**config.mk**
```make
export PLATFORM = sky130hd
export DESIGN_NAME = rally_scorer
export DESIGN_NICKNAME = d
export VERILOG_FILES = /design/src/rtl/rally_scorer.sv
export SDC_FILE = /design/constraint.sdc
export NUM_CORES = 1
export LEC_CHECK = 0
export CAP_MARGIN = 40
export CORE_MARGIN = 10
export CORE_UTILIZATION = 60
export CTS_BUF_LIST = sky130_fd_sc_hd__clkbuf_8
export DETAILED_ROUTE_END_ITERATION = 7
export DONT_BUFFER_PORTS = 1
export HOLD_SLACK_MARGIN = 0.05
export PLACE_DENSITY = 0.79
export SLEW_MARGIN = 20
export SYNTH_ARGS = -nofsm -noshare
export SYNTH_HDL_FRONTEND = slang
export SYNTH_SLANG_ARGS = --single-unit
```
**constraint.sdc**
```tcl
create_clock -name clock -period 2.4 [get_ports clock]
set_clock_uncertainty 0.1 [all_clocks]
set_input_delay 0.24 -clock clock [delete_from_list [all_inputs] [get_ports clock]]
set_output_delay 0.24 -clock clock [all_outputs]
set_load 0.01 [all_outputs]
```
**src/rtl/rally_scorer.sv**
```systemverilog
// rally_scorer
//   Sits downstream of slow_ball. Watches the ball LED position and rally hit
//   count, detects a missed ball, awards the point, keeps tennis (default) or
//   squash PAR-11 score, and asks slow_ball for the next serve.
//
//   Build option: define SQUASH_SCORING_EN to replace tennis scoring with
//   squash PAR-11 (plain counts, win by 2 from 11, server = last winner).
//
// Parameters
//   GAP_CYCLES    pause between point award and next serve (>= 1)
//   GAMES_TO_WIN  games needed to win the match (1..15)
//
// Ports
//   clock, reset       posedge clock, synchronous active-high reset
//   start              level, starts a match from IDLE only
//   light[15:0]        one-hot ball position, bit15 = left end, 0 = ball out
//   hitnum[2:0]        rally hit count
//   serve[1:0]         01 left serves, 10 right serves, 00 none
//   left_pts/right_pts point score (tennis code 0..4 or squash count)
//   left_games/right_games  games won (saturate at 15)
//   point_pulse        one cycle on point award
//   point_winner       0 = left, 1 = right; held until the next award
//   max_rally          largest hitnum seen at any award this match
//   match_over         high once the match is decided
module rally_scorer #(
  parameter int unsigned GAP_CYCLES   = 50_000_000,
  parameter int unsigned GAMES_TO_WIN = 6
) (
  input  logic        clock,
  input  logic        reset,
  input  logic        start,
  input  logic [15:0] light,
  input  logic [2:0]  hitnum,
  output logic [1:0]  serve,
  output logic [4:0]  left_pts,
  output logic [4:0]  right_pts,
  output logic [3:0]  left_games,
  output logic [3:0]  right_games,
  output logic        point_pulse,
  output logic        point_winner,
  output logic [2:0]  max_rally,
  output logic        match_over
);

  localparam int GW = $clog2(GAP_CYCLES + 1);
  localparam logic [GW-1:0] GAP_LAST = GW'(GAP_CYCLES - 1);
  localparam logic [3:0]    GAMES_W  = 4'(GAMES_TO_WIN);

  typedef enum logic [2:0] {
    S_IDLE, S_SERVE, S_RALLY, S_POINT, S_GAP, S_DONE
  } state_t;

  typedef enum logic [1:0] { E_NONE, E_L, E_R } edge_t;

  state_t        state_q, state_d;
  edge_t         edge_q, edge_d;
  logic          server_q, server_d;   // 0 = left, 1 = right
  logic          winner_q, winner_d;
  logic [4:0]    lpts_q, lpts_d, rpts_q, rpts_d;
  logic [3:0]    lgames_q, lgames_d, rgames_q, rgames_d;
  logic [2:0]    max_q, max_d;
  logic [GW-1:0] gap_q, gap_d;

  // Score arithmetic is done in winner/loser terms, then mapped back.
  logic [4:0] w_pts, l_pts, nw_pts, nl_pts;
  logic       game_won;

  always_comb begin
    w_pts    = winner_q ? rpts_q : lpts_q;
    l_pts    = winner_q ? lpts_q : rpts_q;
    nw_pts   = w_pts;
    nl_pts   = l_pts;
    game_won = 1'b0;
`ifdef SQUASH_SCORING_EN
    nw_pts = w_pts + 5'd1;
    if (nw_pts >= 5'd11 && nw_pts >= l_pts + 5'd2) begin
      game_won = 1'b1;
    end else if (nw_pts == 5'd11 && l_pts == 5'd11) begin
      // 11-11 folds back to 10-10 so the counts stay bounded.
      nw_pts = 5'd10;
      nl_pts = 5'd10;
    end
`else
    if (w_pts == 5'd4) begin
      game_won = 1'b1;
    end else if (w_pts == 5'd3) begin
      if (l_pts < 5'd3) begin
        game_won = 1'b1;
      end else if (l_pts == 5'd3) begin
        nw_pts = 5'd4;                // advantage
      end else begin
        nw_pts = 5'd3;                // loser had advantage: back to deuce
        nl_pts = 5'd3;
      end
    end else begin
      nw_pts = w_pts + 5'd1;
    end
`endif
  end

  always_comb begin
    state_d  = state_q;
    edge_d   = edge_q;
    server_d = server_q;
    winner_d = winner_q;
    lpts_d   = lpts_q;
    rpts_d   = rpts_q;
    lgames_d = lgames_q;
    rgames_d = rgames_q;
    max_d    = max_q;
    gap_d    = gap_q;

    unique case (state_q)
      S_IDLE: begin
        if (start) state_d = S_SERVE;
      end
      S_SERVE: begin
        edge_d  = E_NONE;
        state_d = S_RALLY;
      end
      S_RALLY: begin
        if (light == 16'h8000) begin
          edge_d = E_L;
        end else if (light == 16'h0001) begin
          edge_d = E_R;
        end else if (light == 16'h0000) begin
          // Ball out past the last end it touched; out before any end
          // touch means it has not been launched yet.
          if (edge_q == E_L) begin
            winner_d = 1'b1;
            state_d  = S_POINT;
          end else if (edge_q == E_R) begin
            winner_d = 1'b0;
            state_d  = S_POINT;
          end
        end
      end
      S_POINT: begin
        if (hitnum > max_q) max_d = hitnum;
        gap_d   = '0;
        state_d = S_GAP;
        if (game_won) begin
          lpts_d = '0;
          rpts_d = '0;
          if (winner_q) begin
            if (rgames_q != 4'hF) rgames_d = rgames_q + 4'd1;
          end else begin
            if (lgames_q != 4'hF) lgames_d = lgames_q + 4'd1;
          end
`ifndef SQUASH_SCORING_EN
          server_d = ~server_q;
`endif
        end else begin
          lpts_d = winner_q ? nl_pts : nw_pts;
          rpts_d = winner_q ? nw_pts : nl_pts;
        end
`ifdef SQUASH_SCORING_EN
        server_d = winner_q;
`endif
      end
      S_GAP: begin
        if (gap_q == GAP_LAST) begin
          if (lgames_q == GAMES_W || rgames_q == GAMES_W) state_d = S_DONE;
          else                                            state_d = S_SERVE;
        end else begin
          gap_d = gap_q + 1'b1;
        end
      end
      S_DONE: begin
        state_d = S_DONE;
      end
      default: state_d = S_IDLE;
    endcase
  end

  always_ff @(posedge clock) begin
    if (reset) begin
      state_q  <= S_IDLE;
      edge_q   <= E_NONE;
      server_q <= 1'b0;
      winner_q <= 1'b0;
      lpts_q   <= '0;
      rpts_q   <= '0;
      lgames_q <= '0;
      rgames_q <= '0;
      max_q    <= '0;
      gap_q    <= '0;
    end else begin
      state_q  <= state_d;
      edge_q   <= edge_d;
      server_q <= server_d;
      winner_q <= winner_d;
      lpts_q   <= lpts_d;
      rpts_q   <= rpts_d;
      lgames_q <= lgames_d;
      rgames_q <= rgames_d;
      max_q    <= max_d;
      gap_q    <= gap_d;
    end
  end

  assign serve        = (state_q == S_SERVE) ? (server_q ? 2'b10 : 2'b01) : 2'b00;
  assign point_pulse  = (state_q == S_POINT);
  assign point_winner = winner_q;
  assign left_pts     = lpts_q;
  assign right_pts    = rpts_q;
  assign left_games   = lgames_q;
  assign right_games  = rgames_q;
  assign max_rally    = max_q;
  assign match_over   = (state_q == S_DONE);

endmodule

```
Yosys cells after proc, flatten, opt, wreduce, memory -nomap -nowiden
Index checks and enable logic that the tools add are counted.
{"block": "word_totals", "input_bits": 22, "ff_bits": 54}
{"block": "op_classes", "eq_ne": 25, "add_sub_neg": 4, "bitwise": 4, "reduce_logical": 14, "order_cmp": 2, "mux": 35}
{"op": "two-way mux 5 bit", "n": 13}
{"op": "one-hot mux 26 bit (2 select lines)", "n": 1}
{"op": "two-way mux 3 bit", "n": 9}
{"op": "adder 26 x 1 -> 26 bit (second input constant)", "n": 1}
{"op": "equality test 26 bit (second input constant)", "n": 1}
{"op": "two-way mux 26 bit", "n": 1}
{"op": "one-hot mux 3 bit (6 select lines)", "n": 1}
{"op": "equality test 16 x 1 -> 1 bit (second input constant)", "n": 1}
{"op": "equality test 16 bit (second input constant)", "n": 1}
{"op": "logical NOT 16 bit", "n": 1}
{"op": "!= test 2 bit (second input constant)", "n": 6}
{"op": "equality test 5 x 2 -> 1 bit (second input constant)", "n": 2}
{"op": "adder 4 x 1 -> 4 bit (second input constant)", "n": 2}
{"op": "equality test 4 x 3 -> 1 bit (second input constant)", "n": 2}
{"op": "two-way mux 2 bit", "n": 4}
{"op": "!= test 4 bit (second input constant)", "n": 2}
{"op": "AND reduction 2 bit", "n": 4}
{"op": "AND reduction 4 bit", "n": 2}
{"op": "equality test 3 x 2 -> 1 bit (second input constant)", "n": 2}
{"op": "equality test 3 bit (second input constant)", "n": 2}
{"op": "!= test 3 bit (second input constant)", "n": 2}
{"op": "AND reduction 6 bit", "n": 1}
{"op": "nonzero test 2 bit", "n": 3}
{"op": "adder 5 x 1 -> 5 bit (second input constant)", "n": 1}
{"op": "12 further kinds", "n": 19}

Longest topological paths before layout
Gate-level depths: netlist (run 1).
{"block": "depth", "depth_word": 8, "mapped_depth": 11, "depth_no_buf": 9}

Worst setup path after synthesis (run 1)
Ideal clock, no wire load.
{"block": "synth_timing", "path_type": "register -> register", "from": "register winner_q, in the netlist point_winner", "to": "register lpts_q[2], in the netlist left_pts[2]", "arrival_ns": 2.198, "stages_incl_launch_ff": 12, "path_slack_ns": -0.015, "required_time_ns": 2.183, "period_less_slack_ns": 2.415, "path_cell_list": "dfxtp_1 buf_6 buf_2 nand2_1 a21boi_1 inv_1 ha_1 o211ai_1 o221ai_2 a31oi_1 and2_1 o22a_1"}
{"block": "synth_via", "elab_chain_len": 8, "elab_cells_between_ends": 20}
{"item": "start: declaration", "line_no": "58", "rtl": "logic winner_q, winner_d;"}
{"item": "start signal: assignment", "line_no": "192", "rtl": "winner_q <= winner_d;"}
{"item": "parallel branches: the longest is 7 deep, another holds < comparator 5 x 2 -> 1 bit"}
{"item": "two-way mux 5 bit *", "line_no": "142", "rtl": "if (game_won) begin"}
{"item": "end signal: assignment", "line_no": "193", "rtl": "lpts_q <= lpts_d;"}
{"item": "end: declaration", "line_no": "59", "rtl": "logic [4:0] lpts_q, lpts_d, rpts_q, rpts_d;"}
Every way passes the cells marked *.
A chain may end at the register's enable or synchronous reset.

Worst setup path in the final report (run 1)
{"block": "layout_timing", "from": "register winner_q, in the netlist point_winner", "to": "register lgames_q[2], in the netlist left_games[2]"}
{"block": "layout_via", "elab_chain_len": 6, "elab_cells_between_ends": 10}
{"item": "two-way mux 5 bit", "line_no": "70", "rtl": "l_pts = winner_q ? lpts_q : rpts_q;"}
{"item": "< comparator 5 x 2 -> 1 bit", "line_no": "87", "rtl": "if (l_pts < 5'd3) begin"}
{"item": "two-way mux 1 bit", "line_no": "87"}
{"item": "two-way mux 1 bit", "line_no": "86", "rtl": "end else if (w_pts == 5'd3) begin"}
{"item": "two-way mux 1 bit", "line_no": "84", "rtl": "if (w_pts == 5'd4) begin"}
{"item": "AND reduction 4 bit (no source line) *"}
{"item": "end signal: assignment", "line_no": "195", "rtl": "lgames_q <= lgames_d;"}
{"item": "end: declaration", "line_no": "60", "rtl": "logic [3:0] lgames_q, lgames_d, rgames_q, rgames_d;"}
Every way passes the cells marked *; elsewhere a longest branch is shown, timed or not.

==> qor.csv, run 1 <==
metric,value,unit
min_delay_path_depth,2,
synth_edf_count,0,
total_power,1.68,mW
yosys_warnings,0,
outcome,"complete, no violations",
final_nets,428,
worst_setup_path_end_kind,flip-flop,
postRouteAntennaNets,0,
via_count,2752,
initial_core_util,61.3,%
mostFrequentLayoutCells,"dfxtp_1 (54), nor2_1 (50), buf_4 (25)",
insertion_delay,0.31,ns
routed_wl,7400,microns
cp_cell_sequence,"buf_6, mux2i_4, nand2_1, o21a_4, or4_1, a21oi_1",
wl_per_cell,15.9,microns
arrival,2.41,ns
cp-start-kind,flip-flop,
htree_levels,2,
grt_start_max_net_pins,24,
clockBufferDepth,2,
area_growth,12.4,%
hpwl,5580,microns
ys_ff_latch,54,
grt_overflow,0,
slew_headroom,54.5,%
cts.sinks,54,
drtPass1Iterations,4,
placed_cells,451,
hp-class,in -> reg,
synthDistinctLibCells,58,
finalHoldWorstSlack,0.0874,ns
layout_commonest_cell,dfxtp_1,
min_period_over_period,94.1,%
hold_end,left_pts[2],
cts_setup_buffers,0,
slowest_stage,or4_1,
coreArea,0.00504,sq mm
setup_viol_count_final,0,
vias_per_cell,5.92,
num_rows,26,
worstMarginPinSlew,0.678,ns
reg2reg_slack,0.14,ns
ff2ff_path_depth,6,
drc,0,
path_class,reg -> reg,
grt_pass1_wl,12700,microns
cts.clk_slew.worst_paths,0.10,ns
finalNonFillerCells,465,
cts_buffers,5,
synthArstFlopShare,0,%
antenna_found_initial,0,
worstPathRequired,2.55,ns
port_buffers,0,
p_per_area,484,mW/mm^2
track_usage,17.7,%
final_max_slew_viol_count,0,
slowest_delay,0.51,ns
post_dp_cell_area,0.00330,sq mm
reg2reg_from,point_winner,
hold_viol_final,0,
final_core_util,68.9,%
worstHoldStart,reset,
critPathMaxFanout,16,
synth-seq-area-share,35.0,%
synth_ff_type,dfxtp_1,
fin_crit,2.26,ns
antenna_cells,0,
cts-root-buf,clkbuf_8,
boundaryPins,48,
maxCapViolCount,0,
cts_tree,done,
die_x,91.8,microns
tns,0,ns
drtIter0Drc,157,
final_cell_area,0.00347,sq mm
fin_ws,0.142,ns
preCtsSetupSlack,0.0798,ns
max_freq,0.443,GHz
routabilityCongestion,0.943,
syn_area,0.00309,sq mm
avgSynthCellArea,8.33,sq um
p_leak,1.26,nW
die_y,91.8,microns
rsz0062_at_grt,no,
reg2reg_to,left_games[2],
grt_pass1_vias,2630,
dieArea,0.00842,sq mm
peakVddDrop,0.370,mV
fillers,431,
drive_gt1_share,12.4,%
syn-num-nets,405,
syn_inst,371,
-- cells by family (layout without fill, tap and decap cells) --
group / count (synthesis) / count (layout) / share of synthesized area (%)
flops: 54 / 54 / 35.0
compound gates: 89 / 89 / 19.8
mux: 7 / 7 / 2.39
fa+ha+maj: 12 / 12 / 4.86
buf+inv: 35 / 59 / 4.70
simple gates: 150 / 150 / 26.5
xor+xnor: 24 / 24 / 6.80
-- cell usage after synthesis, drive strengths merged, types with 2 or more instances --
cell	n	area (sq um)
a2111oi	3	26.3
a211oi	4	30.0
a21boi	2	15.0
a21o	5	37.5
a21oi	20	100
a31oi	3	18.8
and2	3	18.8
and3	9	56.3
and4	4	35.0
buf	6	36.3
clkbuf	10	37.5
dfxtp	54	1080
ha	12	150
inv	19	71.3
mux2i	7	73.8
nand2	23	86.3
nand2b	4	25.0
nand3	5	25.0
nand3b	4	30.0
nand4	14	87.6
nor2	50	188
nor3	12	60.1
nor3b	4	40.0
nor4	9	86.3
o2111ai	3	26.3
o211ai	8	65.1
o21a	2	22.5
o21ai	19	95.1
o22ai	2	12.5
o31ai	6	50.1
or3	4	25.0
or4	2	15.0
xnor2	13	114
xor2	11	96.3
-- worst max-delay path, delay by kind of cell, from the launching register on --
family                 cells  cell delay (ns)
and+or+nand+nor            2             0.67
AOI/OAI and AO/OA          2             0.43
muxes                      1             0.30
buffers and inverters      1             0.24
DFF                        1             0.45
-- registers in the layout, indices dropped and copies added (netlist names) --
name / cells
right_games: 4
edge_q: 2
point_winner: 1
server_q: 1
right_pts: 5
left_games: 4
max_rally: 3
state_q: 3
left_pts: 5
gap_q: 26
-- how the worst max path moves through the flow --
stage	endpoint	cells past startpoint	from	slack [ns]
6_report	left_games[2]	6	point_winner	0.14
5_1_grt	left_games[2]	6	point_winner	0.03
4_1_cts	right_games[1]	7	point_winner	0.04
3_5_place_dp	right_games[1]	7	point_winner	0.08
3_3_place_gp	right_games[1]	7	point_winner	0.18
2_1_floorplan	left_games[2]	10	point_winner	0.03
-- report_power, final --
part | internal, mW | switching [mW] | leakage (nW)
registers | 0.916 | 0.0327 | 0.435
clock network | 0.202 | 0.292 | 0.0493
logic | 0.0847 | 0.155 | 0.773
-- area by class of cell --
cell class / count / area, sq um / area share (%)
Sequential cell: 54 / 1080 / 31.1
Inverter: 19 / 71.3 / 2.05
Clock buffer: 5 / 68.8 / 1.98
Tap cell: 70 / 87.6 / 2.52
Multi-Input combinational cell: 282 / 1880 / 54.2
Timing Repair Buffer: 32 / 264 / 7.60
Clock inverter: 3 / 17.5 / 0.504
-- layer usage --
metal  wire, microns  GRT usage, %  vias up  share of wire, %
met1            3070          21.1     1288                42
met3             463          4.89        8               6.3
li1                -             -     1395                 -
met2            3780          30.3       61                51
met4              86          5.01        0               1.2
met5               0             0        -                 0
-- timing repair --
action	in CTS	in global routing
hold endpoints to repair	21	0
setup endpoints to repair	0	8
hold buffers	5	0
resized for setup	0	4
(Power assumes the default switching activity.)
==> inputs of run 2 (changes only) <==
ABC_AREA = 0   (was unset)
==> results of run 2 <==
The final DEF is identical to that of run 1; final timing and power are the same.
==> patch 1, RTL diff (flow settings as in run 2) <==
Make the reset (`reset`) asynchronous in one clocked block. Comments in the files are not updated.
--- a/src/rtl/rally_scorer.sv
+++ b/src/rtl/rally_scorer.sv
@@ -174,5 +174,5 @@
   end
 
-  always_ff @(posedge clock) begin
+  always_ff @(posedge clock or posedge reset) begin
     if (reset) begin
       state_q  <= S_IDLE;
Behaviour: differs if reset is asserted again (counterexample within 4 cycles, from zero or initial values and one cycle with reset high); with reset held inactive, the same outputs for 10 cycles.
==> patch 1 against run 2 <==
Routed wire length increased by 0.68%. Fmax increased by 3.5%. Sequential cell count unchanged. Design area increased by 2.6%. Area after synthesis increased by 6.7%. Setup slack improved by 0.075 ns.
Power is not compared: it rests on default switching activity, and its combinational part moved more than twofold at a synthesized area within 25%.
==> patch 1: results (changes against run 2) <==
| Metric | Value |
|---|---|
| Run status | completed (unchanged) |
| Routed Wire Length | 7.45 mm (was 7.40 mm) |
| Library cell contributing the largest single delay on the critical path | sky130_fd_sc_hd__dfrtp_2 (was sky130_fd_sc_hd__or4_1) |
| Footprint of the flip-flops and latches | 0.00135 sq mm (was 0.00108 sq mm) |
| Final RePlAce weighted congestion | 0.911 (was 0.943) |
| CP max FO | 7 (was 16) |
| Arr. time, crit path | 2.28 ns (was 2.41 ns) |
| Met2 layer usage reported by global route | 27.0% (was 30.3%) |
| DRC violation total after the first TritonRoute iteration | 171 (was 157) |
| Delay of the slowest cell on the worst path | 0.47 ns (was 0.51 ns) |
| Distinct cell type count after synthesis | 62 (was 58) |
| Final Core Density | 68.5% (was 68.9%) |
| Synthesized net count | 388 (was 405) |
| Inverters excl. clock | 20 (was 19) |
| Hold path startpoint | light[0] (was reset) |
| Capture point of the worst path | right_games[2] (was left_games[2]) |
| Number of cells on the worst reg-to-reg path | 5 (was 6) |
| Met3 wirelength from detailed routing | 566 microns (was 463 microns) |
| Cells after Synth | 355 (was 371) |
| Met2 WL post-DR | 3.38 mm (was 3.78 mm) |
| Non-clock buffer contribution to total cell area | 4.28% (was 7.60%) |
| Seq Cell Count | 54 (unchanged) |
| Largest cells by area after synthesis | sky130_fd_sc_hd__dfrtp_1, sky130_fd_sc_hd__ha_1, sky130_fd_sc_hd__nand2_1 (was sky130_fd_sc_hd__dfxtp_1, sky130_fd_sc_hd__nor2_1, sky130_fd_sc_hd__ha_1) |
| Cell Count Post-Placement | 424 (was 451) |
| Largest net degree at the start of global routing | 55 (was 24) |
| Worst r2r src | point_winner (unchanged) |
| NumNets Final | 399 (was 428) |
| Sequential cell area fraction in the yosys report | 41.0% (was 35.0%) |
| Cell area after placement | 0.00340 sq mm (was 0.00330 sq mm) |
| Clk tree area frac | 3.05% (was 2.49%) |
| Hold slack final | 0.0798 ns (was 0.0874 ns) |
| Repair and plain buffers | 17 (was 32) |
| HPWL after detailed placement | 5.40 mm (was 5.58 mm) |
| Setup slack at placement | 0.167 ns (was 0.0798 ns) |
| Power after layout | approximately 2.6 mW |
| Worst Max-Slew Pin Slew | 0.680 ns (was 0.678 ns) |
-- patch 1: cell types whose count changed after synthesis, moves of 8 or more --
cell	before	now
sky130_fd_sc_hd__dfrtp_1	0	54
sky130_fd_sc_hd__dfxtp_1	54	0
sky130_fd_sc_hd__nand2_1	23	32
sky130_fd_sc_hd__nand3_1	5	20
sky130_fd_sc_hd__nor2_1	50	28
sky130_fd_sc_hd__xor2_1	11	3
-- patch 1: logic make-up (layout without fill, tap and decap cells) --
group	Yosys count	in the layout	share of synthesized area (%)
xor gates and xnor gates	13	13	3.45
and+or+nand+nor	151	151	24.5
DFF	54	54	41.0
AOI/OAI and AO/OA	76	76	16.2
adders and majority gates	11	11	4.18
buffers and inverters	33	45	4.75
muxes	17	17	5.85
-- patch 1: timing repair --
| action | 4_1_cts | 5_1_grt |
|---|---|---|
| gates resized for setup | 0 | 2 |
| setup buffers | 0 | 0 |
| setup endpoints to repair | 0 | 5 |
| hold buffers | 5 | 0 |
| endpoints found under the hold margin | 59 | 0 |
==> patch 2, RTL diff (flow settings as in run 2) <==
Made on the original files. The parameter `GAP_CYCLES` goes from 50_000_000 to 200_000_000.
--- a/src/rtl/rally_scorer.sv
+++ b/src/rtl/rally_scorer.sv
@@ -24,5 +24,5 @@
 //   match_over         high once the match is decided
 module rally_scorer #(
-  parameter int unsigned GAP_CYCLES   = 50_000_000,
+  parameter int unsigned GAP_CYCLES   = 200_000_000,
   parameter int unsigned GAMES_TO_WIN = 6
 ) (
Formal check against the unedited RTL: no difference found for any inputs over 10 cycles, from zero or initial values and one cycle with reset high; that may be too few to reach the edited logic, so the function may still have changed.
==> patch 2 against run 2 <==
Routed wire length increased by 8.3%. Sequential cell count increased by 2. Design area increased by 3.8%. Setup slack improved by 0.095 ns. Area after synthesis increased by 7.6%. Via count increased by 11%. Total power increased by 9.9%. Combinational power decreased by 41%.
==> patch 2: results (changes against run 2) <==
| Metric | Value |
|---|---|
| XOR/XNOR share of the synthesized area | 1.84% (was 6.80%) |
| Cell area after placement | 0.00341 sq mm (was 0.00330 sq mm) |
| Largest cells by area after synthesis | sky130_fd_sc_hd__dfxtp_1, sky130_fd_sc_hd__a21oi_1, sky130_fd_sc_hd__ha_1 (was sky130_fd_sc_hd__dfxtp_1, sky130_fd_sc_hd__nor2_1, sky130_fd_sc_hd__ha_1) |
| Synth Area in Compound Gates | 25.1% (was 19.8%) |
| Largest register FFs | 28 (was 26) |
| Number of cells on the worst reg-to-reg path | 5 (was 6) |
| Synthesized net count | 428 (was 405) |
| Arr. time, crit path | 2.31 ns (was 2.41 ns) |
| Maximum vdd drop | 0.282 mV (was 0.370 mV) |
| Fraction of final layout cells sized beyond drive strength 1 | 11.0% (was 12.4%) |
| Total track usage | 18.0% (was 17.7%) |
| Cells after Synth | 394 (was 371) |
| Most frequent cells after synthesis | sky130_fd_sc_hd__dfxtp_1, sky130_fd_sc_hd__a21oi_1, sky130_fd_sc_hd__nor2_1 (was sky130_fd_sc_hd__dfxtp_1, sky130_fd_sc_hd__nor2_1, sky130_fd_sc_hd__nand2_1) |
| Routed Wire Length | 8.02 mm (was 7.40 mm) |
| HPWL after detailed placement | 5.92 mm (was 5.58 mm) |
| Number of cell rows | 27 (was 26) |
| Number of filler instances in the final layout | 429 (was 431) |
| Worst Max-Slew Pin Slew | 0.756 ns (was 0.678 ns) |
| Run status | completed (unchanged) |
| Sequential cell area fraction in the yosys report | 33.7% (was 35.0%) |
| Share of synthesized area spent on multiplexers | 2.15% (was 2.39%) |
| Leakage power figure | 1.28 nW (was 1.26 nW) |
| Global-route wire length before repair | 13.4 mm (was 12.7 mm) |
| Largest net degree at the start of global routing | 21 (was 24) |
| Delay of the slowest cell on the worst path | 0.54 ns (was 0.51 ns) |
| DRC violation total after the first TritonRoute iteration | 188 (was 157) |
| CP max FO | 12 (was 16) |
| Setup slack at placement | 0.210 ns (was 0.0798 ns) |
| Power share of the sequential group | 52.1% (was 56.4%) |
| Combinational power | 0.142 mW (was 0.240 mW) |
| Power after layout | 1.85 mW (was 1.68 mW) |
| Net load switching power | 0.433 mW (was 0.480 mW) |
| Routed via count | 3,063 (was 2,752) |
## patch 2: changes by cell type after synthesis, moves of 5 or more
cell                       change
sky130_fd_sc_hd__o21ai_0      +10
sky130_fd_sc_hd__xnor2_1      -10
sky130_fd_sc_hd__xor2_1        -7
sky130_fd_sc_hd__o21ai_1       -9
sky130_fd_sc_hd__or3_1        +12
sky130_fd_sc_hd__nand3_1      +11
sky130_fd_sc_hd__a311oi_1      +9
sky130_fd_sc_hd__o211ai_1      -6
sky130_fd_sc_hd__nand2_1       -7
sky130_fd_sc_hd__nand4_1       -5
sky130_fd_sc_hd__a21oi_1      +14
sky130_fd_sc_hd__nor2_1       -25
## patch 2: critical path, delay by kind of cell (launching register included)
family | cells | cell delay [ns]
AO/OA/AOI/OAI | 2 | 0.44
AND/OR/NAND/NOR | 3 | 1.03
flip-flops | 1 | 0.54
## patch 2: cell type report
cell class                 instances  area [sq um]  share of cell area (%)
clock buffer                       5          68.8                    1.91
inverter                          15          56.3                    1.56
sequential                        56          1130                    31.2
timing repair buffer              17           140                    3.89
tap                               72          90.1                    2.50
clock inverter                     3          68.8                    1.91
multi-input combinational        303          2060                    57.0
## patch 2: timing repair
action                                  4_1_cts  5_1_grt
endpoints found under the setup margin        0        3
hold endpoints to repair                     20        0
hold buffers                                  5        0
gates resized for setup                       0        6
buffers inserted                              0        0
## patch 2: per-layer routing
layer	track usage [%]	vias to the layer above	share of wire [%]
li1	-	1532	-
met1	22.3	1439	43
met2	29.5	80	49
met3	5.23	12	6.1
met4	5.44	0	1.6
met5	0	-	0
## patch 2: worst paths after layout
path          endpoint        from  slack [ns]
max          gap_q[20]  state_q[2]        0.24
max reg2reg  gap_q[20]  state_q[2]        0.24
min           gap_q[1]       reset        0.07
min reg2reg  gap_q[27]   gap_q[27]        0.40
